$ cat config.mk
export PLATFORM = sky130hd
export DESIGN_NAME = div_unit_flat
export DESIGN_NICKNAME = d
export VERILOG_FILES = /design/src/rtl/cpu_defs_pkg.sv /design/src/rtl/div_unit_if.sv /design/src/rtl/div_step.sv /design/src/rtl/div_unit.sv /design/src/flat_wrapper.sv
export SDC_FILE = /design/constraint.sdc
export NUM_CORES = 1
export LEC_CHECK = 0
export CELL_PAD_IN_SITES_DETAIL_PLACEMENT = 0
export CELL_PAD_IN_SITES_GLOBAL_PLACEMENT = 2
export CORE_ASPECT_RATIO = 2
export CORE_MARGIN = 1
export CORE_UTILIZATION = 34
export DETAILED_ROUTE_END_ITERATION = 16
export PLACE_DENSITY = 0.91
export SLEW_MARGIN = 40
export SYNTH_ARGS = -nofsm -noshare
export SYNTH_HDL_FRONTEND = slang
export SYNTH_HIERARCHICAL = 1
export SYNTH_SLANG_ARGS = --single-unit
$ cat constraint.sdc
create_clock -name clk -period 6.28 [get_ports clk]
set_clock_uncertainty 0.1 [all_clocks]
set_input_delay 1.57 -clock clk [delete_from_list [all_inputs] [get_ports clk]]
set_output_delay 1.57 -clock clk [all_outputs]
set_load 0.1 [all_outputs]
$ cat src/rtl/cpu_defs_pkg.sv
// Shared definitions for the EX-stage divider: widths, FSM encoding,
// EX opcodes and the HI/LO split of the 64-bit result.
package cpu_defs_pkg;

  localparam int DATA_W = 32;
  localparam int CNT_W  = 6;

  // {remainder, quotient}: remainder goes to HI, quotient goes to LO.
  localparam int HI_MSB = 2 * DATA_W - 1;
  localparam int HI_LSB = DATA_W;
  localparam int LO_MSB = DATA_W - 1;
  localparam int LO_LSB = 0;

  localparam logic [7:0] OP_DIV  = 8'b00011010;
  localparam logic [7:0] OP_DIVU = 8'b00011011;

  typedef enum logic [1:0] {
    DIV_IDLE   = 2'b00,
    DIV_BYZERO = 2'b01,
    DIV_ON     = 2'b10,
    DIV_END    = 2'b11
  } div_state_t;

  // Two's complement negation at operand width.
  function automatic logic [DATA_W-1:0] negate(input logic [DATA_W-1:0] v);
    return (~v) + DATA_W'(1);
  endfunction

  // Magnitude of v when treated as signed; raw value for unsigned division.
  function automatic logic [DATA_W-1:0] abs_val(input logic [DATA_W-1:0] v,
                                                input logic is_signed);
    return (is_signed && v[DATA_W-1]) ? negate(v) : v;
  endfunction

endpackage

$ cat src/rtl/div_unit_if.sv
// EX <-> divider request/response bundle.
// Handshake: EX (master) raises start with operands and keeps start high
// until it observes ready=1; the divider (slave) then holds ready and result
// stable for as long as start stays high, and clears both on the edge that
// samples start=0. annul from the master cancels an operation in progress.
interface div_unit_if;
  import cpu_defs_pkg::*;

  logic                signed_div;
  logic [DATA_W-1:0]   opdata1;
  logic [DATA_W-1:0]   opdata2;
  logic                start;
  logic                annul;
  logic [2*DATA_W-1:0] result;
  logic                ready;
  div_state_t          dbg_state;

  modport master (
    output signed_div, opdata1, opdata2, start, annul,
    input  result, ready, dbg_state
  );

  modport slave (
    input  signed_div, opdata1, opdata2, start, annul,
    output result, ready, dbg_state
  );

endinterface

$ cat src/rtl/div_step.sv
// One restoring-division iteration: shift the next dividend bit into the
// partial remainder, trial-subtract the divisor, keep the difference if it
// did not go negative.
module div_step
  import cpu_defs_pkg::*;
(
  input  logic [DATA_W-1:0] i_rem,
  input  logic              i_bit,
  input  logic [DATA_W-1:0] i_divisor,
  output logic [DATA_W-1:0] o_rem,
  output logic              o_qbit
);

  logic [DATA_W:0] w_shift;
  logic [DATA_W:0] w_diff;

  // Partial remainder is always below the divisor, so the shifted value fits
  // in DATA_W+1 bits and bit DATA_W of the difference is the borrow.
  assign w_shift = {i_rem, i_bit};
  assign w_diff  = w_shift - {1'b0, i_divisor};
  assign o_qbit  = ~w_diff[DATA_W];
  assign o_rem   = o_qbit ? w_diff[DATA_W-1:0] : w_shift[DATA_W-1:0];

endmodule

$ cat src/rtl/div_unit.sv
// Iterative 32-bit divider for DIV/DIVU. Operands are latched as magnitudes
// at the accepting edge, 32 restoring steps run one per clock, and the sign
// correction is applied while the final step is registered.
module div_unit
  import cpu_defs_pkg::*;
(
  input  logic      clk,
  input  logic      reset,
  div_unit_if.slave bus
);

  div_state_t          r_state;
  div_state_t          w_state_nxt;
  logic [CNT_W-1:0]    r_cnt;
  logic [DATA_W-1:0]   r_rem;
  logic [DATA_W-1:0]   r_dvd;
  logic [DATA_W-1:0]   r_dvs;
  logic                r_neg_q;
  logic                r_neg_r;
  logic [2*DATA_W-1:0] r_result;
  logic                r_ready;
  logic [2*DATA_W-1:0] w_result_nxt;
  logic [2*DATA_W-1:0] w_result_fin;
  logic                w_ready_nxt;
  logic                w_accept;
  logic                w_last;
  logic                w_qbit;
  logic [DATA_W-1:0]   w_rem;
  logic [DATA_W-1:0]   w_quo;

  assign w_accept = bus.start && !bus.annul;
  assign w_last   = (r_cnt == CNT_W'(DATA_W - 1));

  // r_dvd shifts dividend bits out of its MSB while quotient bits enter the LSB.
  div_step u_step (
    .i_rem     (r_rem),
    .i_bit     (r_dvd[DATA_W-1]),
    .i_divisor (r_dvs),
    .o_rem     (w_rem),
    .o_qbit    (w_qbit)
  );

  assign w_quo = {r_dvd[DATA_W-2:0], w_qbit};

  // Sign-corrected result of the final step: quotient negative when operand
  // signs differ, remainder follows the dividend sign. 0x80000000/-1 wraps.
  always_comb begin
    w_result_fin = '0;
    w_result_fin[HI_MSB:HI_LSB] = r_neg_r ? negate(w_rem) : w_rem;
    w_result_fin[LO_MSB:LO_LSB] = r_neg_q ? negate(w_quo) : w_quo;
  end

  // State register.
  always_ff @(posedge clk) begin
    if (reset) r_state <= DIV_IDLE;
    else       r_state <= w_state_nxt;
  end

  // Next-state decode.
  always_comb begin
    w_state_nxt = r_state;
    case (r_state)
      DIV_IDLE: begin
        if (w_accept) w_state_nxt = (bus.opdata2 == '0) ? DIV_BYZERO : DIV_ON;
      end
      DIV_BYZERO: w_state_nxt = DIV_END;
      DIV_ON: begin
        if (bus.annul)   w_state_nxt = DIV_IDLE;
        else if (w_last) w_state_nxt = DIV_END;
      end
      DIV_END: begin
        if (!bus.start) w_state_nxt = DIV_IDLE;
      end
      default: w_state_nxt = DIV_IDLE;
    endcase
  end

  // Next values of the registered outputs: valid only while heading into END.
  always_comb begin
    w_ready_nxt  = (w_state_nxt == DIV_END);
    w_result_nxt = '0;
    if (w_state_nxt == DIV_END) begin
      if (r_state == DIV_ON)       w_result_nxt = w_result_fin;
      else if (r_state == DIV_END) w_result_nxt = r_result;
    end
  end

  // Output registers.
  always_ff @(posedge clk) begin
    if (reset) begin
      r_ready  <= 1'b0;
      r_result <= '0;
    end else begin
      r_ready  <= w_ready_nxt;
      r_result <= w_result_nxt;
    end
  end

  // Operand latch on acceptance and one iteration per clock while ON.
  always_ff @(posedge clk) begin
    if (reset) begin
      r_cnt   <= '0;
      r_rem   <= '0;
      r_dvd   <= '0;
      r_dvs   <= '0;
      r_neg_q <= 1'b0;
      r_neg_r <= 1'b0;
    end else begin
      case (r_state)
        DIV_IDLE: begin
          if (w_accept && (bus.opdata2 != '0)) begin
            r_cnt   <= '0;
            r_rem   <= '0;
            r_dvd   <= abs_val(bus.opdata1, bus.signed_div);
            r_dvs   <= abs_val(bus.opdata2, bus.signed_div);
            r_neg_q <= bus.signed_div && (bus.opdata1[DATA_W-1] ^ bus.opdata2[DATA_W-1]);
            r_neg_r <= bus.signed_div && bus.opdata1[DATA_W-1];
          end
        end
        DIV_ON: begin
          if (!bus.annul) begin
            r_cnt <= r_cnt + CNT_W'(1);
            r_rem <= w_rem;
            r_dvd <= w_quo;
          end
        end
        default: begin
        end
      endcase
    end
  end

  assign bus.ready     = r_ready;
  assign bus.result    = r_result;
  assign bus.dbg_state = r_state;

endmodule
$ cat src/flat_wrapper.sv
// flat-port wrapper written by rule: the top's interface ports become plain ports
module div_unit_flat import cpu_defs_pkg::*;
  (clk, reset, bus_signed_div, bus_opdata1, bus_opdata2, bus_start, bus_annul, bus_result, bus_ready, bus_dbg_state);
  div_unit_if bus_i ();
  input  logic clk;
  input  logic reset;
  input wire logic [$bits(bus_i.signed_div)-1:0] bus_signed_div;
  input wire logic [$bits(bus_i.opdata1)-1:0] bus_opdata1;
  input wire logic [$bits(bus_i.opdata2)-1:0] bus_opdata2;
  input wire logic [$bits(bus_i.start)-1:0] bus_start;
  input wire logic [$bits(bus_i.annul)-1:0] bus_annul;
  output wire logic [$bits(bus_i.result)-1:0] bus_result;
  output wire logic [$bits(bus_i.ready)-1:0] bus_ready;
  output wire logic [$bits(bus_i.dbg_state)-1:0] bus_dbg_state;
  assign bus_i.signed_div = bus_signed_div;
  assign bus_i.opdata1 = bus_opdata1;
  assign bus_i.opdata2 = bus_opdata2;
  assign bus_i.start = bus_start;
  assign bus_i.annul = bus_annul;
  assign bus_result = bus_i.result;
  assign bus_ready = bus_i.ready;
  assign bus_dbg_state = bus_i.dbg_state;
  div_unit u_core (.clk(clk), .reset(reset), .bus(bus_i));
endmodule
==> summary.md <==
| Metric | Value |
|---|---|
| Final setup vio count | 0 |
| Placement Rows | 95 |
| Cells after Synth | 1463 |
| Gr usage total | 22.5% |
| Final ANT Viol Nets | 0 |
| Starting density of the core | 34.4% |
| CTS Buffer Depth | 2 |
| Layout cells sized above 1 | 11.8% |
| Post-CTS Repair Setup Buffers | 0 |
| I/O pins | 136 |
| Area Overhead vs Synth | 15.7% |
| Share of the synthesized area in the top cell type | 29.7% |
| Critical-path top delay cell | or4_1 |
| Largest net degree at the start of global routing | 91 |
| Clock-pin slew on the worst setup and hold paths | 0.07 ns |
| Worst-skew pair later-pin latency | 0.45 ns |
| Synth area leader | dfxtp_1 |
| Critical-path cell list | inv_1, ha_1, fa_1, and2b_1, o2111ai_2, a21oi_2, o2111ai_1, a211oi_2, nor2_4, mux2i_4, and2_4, inv_8, mux2_2, or4_4, or4_1, or2_1, o31ai_1, xor2_1, o21ai_0 |
| Syn Nets | 1570 |
| Pleak | 5.06 nW |
| Drt first pass iters | 5 |
| Maxcap violations | 0 |
| Gpl congestion | 0.882 |
| TNS Setup | 0 ns |
| Status | finished clean |
| FMAX | 176 MHz |
| Inst Count DP | 1950 |
| Cts repair resizes | 0 |
| Ys Warns | 6 |
| Num CTS Buffers | 17 |
| P per Cell Area | 207 nW/um2 |
| Total Routed Length | 39000 um |
| Hold/Removal Path Class | reg -> reg |
| Final non-filler cell total | 1982 |
| Largest stage delay on the critical path | 0.66 ns |
| VDD IR max | 0.186 mV |
| Final Hold Viols | 0 |
| Crit start category | flop |
| CORE AREA | 33500 um2 |
| Routed len/inst | 19.7 um |
| Post-synthesis average cell area | 7.89 um2 |
| Initial antenna violation count | 0 |
| EDFF count, synth | 0 |
| Drt initial violations | 673 |
| Synth Register Bits | 171 |
| Sequential share of the synthesized area | 29.7% |
| Buffers on Ports | 135 |
| Slew Limit Fails | 0 |
| Synth Cell Area | 11500 um2 |
| RSZ-0062 raised after global routing | false |
| Final setup margin | 0.595 ns |
| Post-CTS Hold Buffers | 0 |
| Top_reg_cell synth | dfxtp_1 |
| Ant diodes | 0 |
| Worst slew pin tran | 0.814 ns |
| Pre-CTS setup slack | 0.602 ns |
| CTS Sinks | 171 |
| Period Utilization, post-route | 90.5% |
| Die width | 132 um |
| H-tree levels | 4 |
| CP max FO | 28 |
| Die ar. | 34700 um2 |
| First-pass GRT wire length | 59700 um |
| Max transition margin | 45.7% |
| Crit path required time | 6.49 ns |
| Asr flop ratio synth | 0% |
| Drt drc | 0 |
| Distinct cell type count after synthesis | 88 |
| Top post-synthesis cells by area | dfxtp_1 30%, xnor2_1 5.4%, a21oi_1 5.4%, xor2_1 5.3%, nand2_1 4.9% |
| Critical path type | reg -> reg |
| Die Ht | 263 um |
| Vias after detailed routing | 10.9k |
| Number of global-route vias before repair | 10.8k |
| Gr ovfl total | 0 |
| HPWL after detailed placement | 30000 um |
| Vias per cell | 5.49 |
| Worst Setup End Kind | flop |
| Final Critical Period | 5.68 ns |
| CTS tree | yes |
| Clock Tree Root | clkbuf_16 |
| Nets | 1640 |
| Crit path DAT | 5.90 ns |
| Core Util, Final | 39.8% |
==> per-layer routing <==
layer	GRT usage (%)	part of all wire, %	vias up
met1	19.6	33	5157
met5	0	0	-
li1	-	-	5384
met4	19.5	8.6	0
met2	44.4	57	230
met3	2.30	2.1	105
==> stage by stage <==
step	hold slack, ns	power (mW)	cell area [um2]
floorplan	0.336	1.56	11500
global route	0.384	2.88	13400
CTS	0.364	2.79	13300
global placement	0.347	1.74	13100
detailed placement	0.347	1.75	12800
finish	0.363	2.77	13400
==> layout by cell type, fill, tap and decap left out, drive strengths merged, types with 19 or more instances in the layout <==
cell type	Yosys	routed
nor4	19	19
mux2	25	25
nor3	28	28
mux2i	30	30
dfxtp	171	171
clkdlybuf4s50	1	67
buf	31	82
nand3	57	57
o31ai	29	29
nand2	151	151
nor2	147	147
a211oi	34	34
a21oi	126	126
a211o	22	22
inv	51	57
or4	23	23
o41ai	21	21
o21ai	64	64
ha	37	37
xor2	70	70
xnor2	71	71
a21o	19	19
==> flip-flops by register name (all words and copies together) (netlist names) <==
signal                count
u_core/r_neg_q            1
u_core/r_neg_r            1
u_core/bus.ready          1
u_core/r_dvs             32
u_core/r_rem             32
u_core/r_cnt              6
u_core/r_dvd             32
u_core/bus.dbg_state      2
u_core/bus.result        64
==> kinds of logic (layout without fill, tap and decap cells) <==
kind of cell,after synthesis,after routing,share of synthesized area (%)
muxes,55,55,5.77
DFF,171,171,29.7
buffers and inverters,149,232,5.80
xor gates and xnor gates,141,141,10.7
and+or+nand+nor,521,521,21.8
AOI/OAI and AO/OA,388,388,22.0
adders and majority gates,38,38,4.19
==> worst max-delay path, delay by kind of cell, from the launching register on <==
kind / cells / cell delay (ns)
multiplexers: 2 / 0.66
adder cells (fa/ha/maj): 2 / 0.62
buffers and inverters: 2 / 0.29
XOR/XNOR: 1 / 0.17
AO/OA/AOI/OAI: 6 / 1.21
AND/OR/NAND/NOR: 6 / 2.13
flip-flops: 1 / 0.35
==> layout make-up <==
type | instances | area [um2]
flip-flops and latches | 171 | 3430
repair buffers | 149 | 1130
fillers | 3568 | 20200
well taps | 436 | 546
inverters | 51 | 199
clock buffers | 18 | 429
clock inverters | 14 | 134
multi-input cells | 1143 | 7480
==> cell usage after synthesis (14+ instances only) <==
master    number
o31ai_1       28
mux2_4        19
or4_1         20
o41ai_1       21
nor2_1       146
nor2b_1       18
o21ai_0       64
a21o_1        18
a211oi_1      33
a21oi_1      124
xor2_1        70
nand3_1       57
nor3_1        28
xnor2_1       71
a31oi_1       18
dfxtp_1      171
a211o_1       21
inv_1         50
nor4_1        19
nand4_1       14
buf_1         15
clkbuf_1      64
ha_1          37
mux2i_1       29
nand2_1      151
==> worst paths after layout <==
kind | start | end | slack, ns | depth (start not counted)
setup / recovery | u_core/r_dvd[31]$_SDFFE_PP0P_ | u_core/bus.result[60]$_SDFFE_PP0P_ | 0.60 | 19
hold / removal | u_core/bus.result[49]$_SDFFE_PP0P_ | u_core/bus.result[49]$_SDFFE_PP0P_ | 0.36 | 2
setup reg to reg | u_core/r_dvd[31]$_SDFFE_PP0P_ | u_core/bus.result[60]$_SDFFE_PP0P_ | 0.60 | 19
hold reg to reg | u_core/bus.result[49]$_SDFFE_PP0P_ | u_core/bus.result[49]$_SDFFE_PP0P_ | 0.36 | 2
==> where the power goes <==
group	internal [mW]	switching, mW	leakage, nW
registers	1.11	0.0432	1.39
clock network	0.553	0.485	0.272
logic	0.231	0.340	3.40
Note: power is estimated with default switching activity, not from simulation.
